File: src/rtl/output_bridge_arbiter.sv
// Round-robin arbiter sharing one FPGA-to-HPS output bridge among NREQ requesters.
// Define OUTPUT_BRIDGE_TIMEOUT_EN to abort transactions that wait too long for acknowledge.
module output_bridge_arbiter #(
  parameter int NREQ           = 4,
  parameter int IDW            = $clog2(NREQ),
  parameter int TIMEOUT_CYCLES = 1024
) (
  input  logic              clk_clk,
  input  logic              reset_reset_n,
  input  logic [NREQ-1:0]   req_valid,
  input  logic [NREQ-1:0]   req_write,
  input  logic [30*NREQ-1:0] req_address,
  input  logic [8*NREQ-1:0] req_byte_enable,
  input  logic [64*NREQ-1:0] req_write_data,
  output logic [NREQ-1:0]   req_ack,
  output logic              req_err,
  output logic [63:0]       req_read_data,
  output logic [29:0]       ei_address,
  output logic [7:0]        ei_byte_enable,
  output logic              ei_read,
  output logic              ei_write,
  output logic [63:0]       ei_write_data,
  input  logic              ei_acknowledge,
  input  logic [63:0]       ei_read_data,
  output logic              busy,
  output logic [IDW-1:0]    grant_id,
  output logic              timeout_flag,
  output logic [7:0]        err_count
);

  typedef enum logic [1:0] {IDLE, BUSY, ACK} state_t;

  state_t           state_reg;
  logic [IDW-1:0]   last_grant_reg;
  logic [IDW-1:0]   grant_id_reg;
  logic [29:0]      addr_reg;
  logic [7:0]       be_reg;
  logic [63:0]      wdata_reg;
  logic             ei_read_reg;
  logic             ei_write_reg;
  logic [NREQ-1:0]  req_ack_reg;
  logic [63:0]      req_read_data_reg;
  logic             busy_reg;

  logic [29:0]      addr_arr  [NREQ];
  logic [7:0]       be_arr    [NREQ];
  logic [63:0]      wdata_arr [NREQ];

  generate
    for (genvar gi = 0; gi < NREQ; gi++) begin : g_unpack
      assign addr_arr[gi]  = req_address[gi*30 +: 30];
      assign be_arr[gi]    = req_byte_enable[gi*8 +: 8];
      assign wdata_arr[gi] = req_write_data[gi*64 +: 64];
    end
  endgenerate

  // Search starts just after the last grantee and wraps, so every requester is reached.
  logic [IDW-1:0] pick_idx;
  logic [IDW-1:0] cand_idx;
  logic           pick_found;
  int             cand;

  always_comb begin
    pick_idx   = '0;
    pick_found = 1'b0;
    cand       = 0;
    cand_idx   = '0;
    for (int k = 1; k <= NREQ; k++) begin
      cand     = (int'(last_grant_reg) + k) % NREQ;
      cand_idx = IDW'(cand);
      if (!pick_found && req_valid[cand_idx]) begin
        pick_found = 1'b1;
        pick_idx   = cand_idx;
      end
    end
  end

`ifdef OUTPUT_BRIDGE_TIMEOUT_EN
  localparam int CNTW = (TIMEOUT_CYCLES > 1) ? $clog2(TIMEOUT_CYCLES) : 1;
  localparam logic [CNTW-1:0] CNT_LAST = CNTW'(TIMEOUT_CYCLES - 1);

  logic [CNTW-1:0] wait_cnt_reg;
  logic            req_err_reg;
  logic            timeout_flag_reg;
  logic [7:0]      err_count_reg;
`endif

  always_ff @(posedge clk_clk or negedge reset_reset_n) begin
    if (!reset_reset_n) begin
      state_reg         <= IDLE;
      last_grant_reg    <= IDW'(NREQ - 1);
      grant_id_reg      <= '0;
      addr_reg          <= '0;
      be_reg            <= '0;
      wdata_reg         <= '0;
      ei_read_reg       <= 1'b0;
      ei_write_reg      <= 1'b0;
      req_ack_reg       <= '0;
      req_read_data_reg <= '0;
      busy_reg          <= 1'b0;
`ifdef OUTPUT_BRIDGE_TIMEOUT_EN
      wait_cnt_reg      <= '0;
      req_err_reg       <= 1'b0;
      timeout_flag_reg  <= 1'b0;
      err_count_reg     <= '0;
`endif
    end else begin
      req_ack_reg <= '0;
      case (state_reg)
        IDLE: begin
          if (pick_found) begin
            grant_id_reg <= pick_idx;
            addr_reg     <= addr_arr[pick_idx];
            be_reg       <= be_arr[pick_idx];
            wdata_reg    <= wdata_arr[pick_idx];
            ei_read_reg  <= !req_write[pick_idx];
            ei_write_reg <= req_write[pick_idx];
            busy_reg     <= 1'b1;
            state_reg    <= BUSY;
`ifdef OUTPUT_BRIDGE_TIMEOUT_EN
            wait_cnt_reg <= '0;
`endif
          end
        end
        BUSY: begin
          // Acknowledge wins over a timeout reached in the same cycle.
          if (ei_acknowledge) begin
            ei_read_reg                <= 1'b0;
            ei_write_reg               <= 1'b0;
            req_ack_reg[grant_id_reg]  <= 1'b1;
            req_read_data_reg          <= ei_write_reg ? 64'd0 : ei_read_data;
            state_reg                  <= ACK;
          end
`ifdef OUTPUT_BRIDGE_TIMEOUT_EN
          else if (wait_cnt_reg == CNT_LAST) begin
            ei_read_reg               <= 1'b0;
            ei_write_reg              <= 1'b0;
            req_ack_reg[grant_id_reg] <= 1'b1;
            req_read_data_reg         <= '0;
            req_err_reg               <= 1'b1;
            timeout_flag_reg          <= 1'b1;
            if (err_count_reg != 8'hFF) err_count_reg <= err_count_reg + 8'd1;
            state_reg                 <= ACK;
          end else begin
            wait_cnt_reg <= wait_cnt_reg + 1'b1;
          end
`endif
        end
        ACK: begin
          last_grant_reg <= grant_id_reg;
          busy_reg       <= 1'b0;
          state_reg      <= IDLE;
`ifdef OUTPUT_BRIDGE_TIMEOUT_EN
          req_err_reg    <= 1'b0;
`endif
        end
        default: state_reg <= IDLE;
      endcase
    end
  end

  assign ei_address     = addr_reg;
  assign ei_byte_enable = be_reg;
  assign ei_write_data  = wdata_reg;
  assign ei_read        = ei_read_reg;
  assign ei_write       = ei_write_reg;
  assign req_ack        = req_ack_reg;
  assign req_read_data  = req_read_data_reg;
  assign busy           = busy_reg;
  assign grant_id       = grant_id_reg;

`ifdef OUTPUT_BRIDGE_TIMEOUT_EN
  assign req_err      = req_err_reg;
  assign timeout_flag = timeout_flag_reg;
  assign err_count    = err_count_reg;
`else
  logic unused_timeout;
  assign unused_timeout = (TIMEOUT_CYCLES == 0);
  assign req_err        = 1'b0;
  assign timeout_flag   = 1'b0;
  assign err_count      = 8'd0;
`endif

endmodule

File: config.mk
export PLATFORM = sky130hd
export DESIGN_NAME = output_bridge_arbiter
export DESIGN_NICKNAME = d
export VERILOG_FILES = /design/src/rtl/output_bridge_arbiter.sv
export SDC_FILE = /design/constraint.sdc
export NUM_CORES = 1
export LEC_CHECK = 0
export ABC_AREA = 1
export CAP_MARGIN = 10
export CORE_AREA = 2 2 261 263
export CTS_CLUSTER_SIZE = 10
export DETAILED_ROUTE_END_ITERATION = 8
export DIE_AREA = 0 0 263 265
export GPL_TIMING_DRIVEN = 0
export PLACE_DENSITY = 0.49
export SYNTH_ARGS = -nofsm -noshare
export SYNTH_HDL_FRONTEND = slang
export SYNTH_SLANG_ARGS = --single-unit
File: constraint.sdc
create_clock -name clk_clk -period 2.6 [get_ports clk_clk]
set_clock_uncertainty 0.05 [all_clocks]
set_input_delay 0.39 -clock clk_clk [delete_from_list [all_inputs] [get_ports clk_clk]]
set_output_delay 0.39 -clock clk_clk [all_outputs]
set_load 0.1 [all_outputs]
==> results <==
## layout by cell type (no fill, tap or decap), types with 17 or more instances in the layout
master and count:
buf_2 23, diode_2 17, clkdlybuf4s50_1 654, clkbuf_16 23, nand2_1 677, o211ai_1 18, clkbuf_1 19, o21ai_0 67
buf_4 42, buf_6 18, nand3_1 188, nand4_1 171, dfrtp_1 177, inv_1 382, clkbuf_2 30, nand3_2 26
nand2_2 43
## cell families after synthesis
| kind of cell | Yosys count | share of synthesized area |
|---|---|---|
| AOI/OAI and AO/OA | 90 | 0.04088 |
| buffers and inverters | 540 | 0.1788 |
| DFF | 179 | 0.3651 |
| and+or+nand+nor | 1148 | 0.4149 |
| other | 1 | 0.0003055 |
## worst min path at each step
stage	slack, ps	to	cells after the start	from
after floorplan	40	busy	0	reset_reset_n
after global placement	410	ei_write_data[28]	2	ei_write_data[28]
after detailed placement	380	req_read_data[19]	1	reset_reset_n
after CTS	360	req_read_data[58]	3	ei_read_data[58]
after global routing	400	req_read_data[58]	3	ei_read_data[58]
final	410	req_read_data[10]	3	ei_read_data[10]
## per-stage QoR
step	cells	setup WS [ps]	hold slack, ps	utilization	cell area (um2)
after floorplan	1967	453.0	44.41	-	12310
after global placement	3497	-7572	411.7	0.2990	19980
after detailed placement	3498	-980.7	379.5	0.2995	20010
after CTS	3539	-17.44	363.1	0.3142	20990
after global routing	3566	-91.81	402.6	0.3255	21740
final	3568	38.58	408.9	0.3256	21750
## metal layers
| metal | vias to the layer above | GRT usage |
|---|---|---|
| met5 | - | 0 |
| met4 | 6 | 0.06409 |
| met3 | 75 | 0.05183 |
| met2 | 555 | 0.3270 |
| li1 | 7496 | - |
| met1 | 7095 | 0.2544 |
## synthesized netlist by cell type (7+ instances only)
| cell | count | share of area |
|---|---|---|
| or2_1 | 13 | 0.0066 |
| buf_2 | 60 | 0.024 |
| o211ai_1 | 18 | 0.011 |
| nand2_1 | 726 | 0.22 |
| inv_1 | 382 | 0.12 |
| nand3_1 | 215 | 0.088 |
| nand4_1 | 171 | 0.087 |
| dfrtp_1 | 177 | 0.36 |
| clkbuf_1 | 62 | 0.019 |
| nor2_1 | 7 | 0.0021 |
| o21ai_0 | 67 | 0.027 |
| buf_1 | 10 | 0.0031 |
| buf_4 | 20 | 0.012 |
## timing repair
action	CTS	global route
gates cloned	0	6
setup buffers	11	8
resized for setup	115	192
pin swaps	3	32
endpoints found under the setup margin	110	107
hold endpoints to repair	75	0
hold buffers	1	0
## cell type report
class	instances	area share
plain buffers	150	0.05460
repair buffers	684	0.3184
clock buffers	17	0.01956
inverters	386	0.06708
well taps	873	0.05022
clock inverters	14	0.006616
flip-flops and latches	179	0.2061
diodes	17	0.001956
multi-input cells	1248	0.2755
## critical path: cells and delay by family, from the launching register on
kind	cells	cell delay (ps)
simple gates	12	980
buf+inv	6	790
flops	1	590
==> reports/metrics.csv <==
metric;value;unit
htreeDepth;4;
grtUsageTotal;0.1991;
highest_layer;met5;
synth_cells;1958;
dr.pass1.iters;5;
antenna_found_initial;21;
route.met3.wl;4978;um
crit_path_max_incr_delay;590;ps
reg2reg_slack;40;ps
met1_length;31160;um
tns;0;ps
ys.flop_type;dfrtp_1;
async_reset_ff_frac;1.000;
syn_to_final_growth;77.19;%
path_class;reg2reg;
synth_area;12270;um2
clock.fmax;390.4;MHz
start_util;0.1837;
synth.avg_cell_area;6.269;um2
wl;71930;um
grt_max_degree;103;
crit_path_max_fanout;9;
rows;95;
die_area;69700;um2
ff2ff_path_depth;18;
hold_viol;0;
root_buffer;clkbuf_16;
grt_overflow_total;0;
vias;15230;
worst_slew_pin_slew;1188;ps
cp-endpoint;ei_write_data[23];
port-buffer-count;657;
place_hpwl;56340;um
fillers;7373;
slowest_stage;dfstp_2;
die_h;265;um
fin_crit_sh;0.9852;
cts_buffer_depth;2;
path_clk_slew;80;ps
drc;0;
r2r_start;last_grant_reg[0];
cts_tree;done;
drive_gt1_frac;0.1053;
synth_edf_count;0;
drtIter0Drc;1007;
drv_slew;0;
multi_input_area;5992;um2
ys_seq_elements;179;
synth_cell_types;28;
clock_latency;500;ps
cts_buffers;17;
synth-warning-count;0;
postRouteAntennaNets;0;
dr_wl_met2;34180;um
clock-sinks;179;
gp_congestion;0.9002;
start_kind;flip-flop;
cp-startpoint;last_grant_reg[0];
finalCriticalPeriod;2561;ps
wire_per_inst;20.16;um
setup_viol;0;
grt_pass1_vias;15010;
register_area;4482;um2
crit_required;2920;ps
ios;668;
ys_seq_area_frac;0.3651;
rsz0062_at_grt;true;
drv_cap;0;
hp-class;in2reg;
viasPerCell;4.268;
path_cells;buf_12, inv_8, nand2_2, nand2_2, nand2_2, nand2_4, nor2_4, nand3_2, buf_12, nand3_4, buf_6, buf_12, buf_12, nand2_1, nand3_1, nand2_1, nand2_2, nand2_1;
status;complete, no violations;
crit_path_end_kind;flip-flop;
timing.rr.end;ei_write_data[23];
grt_first_pass_wirelength;101100;um
relSlewSlack;0.2114;
worstPathArrival;2880;ps
final_nets;3149;
core-area;66800;um2
die_x;263;um
Power of run 1 is not shown: default switching activity piles up to over one toggle a cycle in this logic, so the estimate is an artifact.
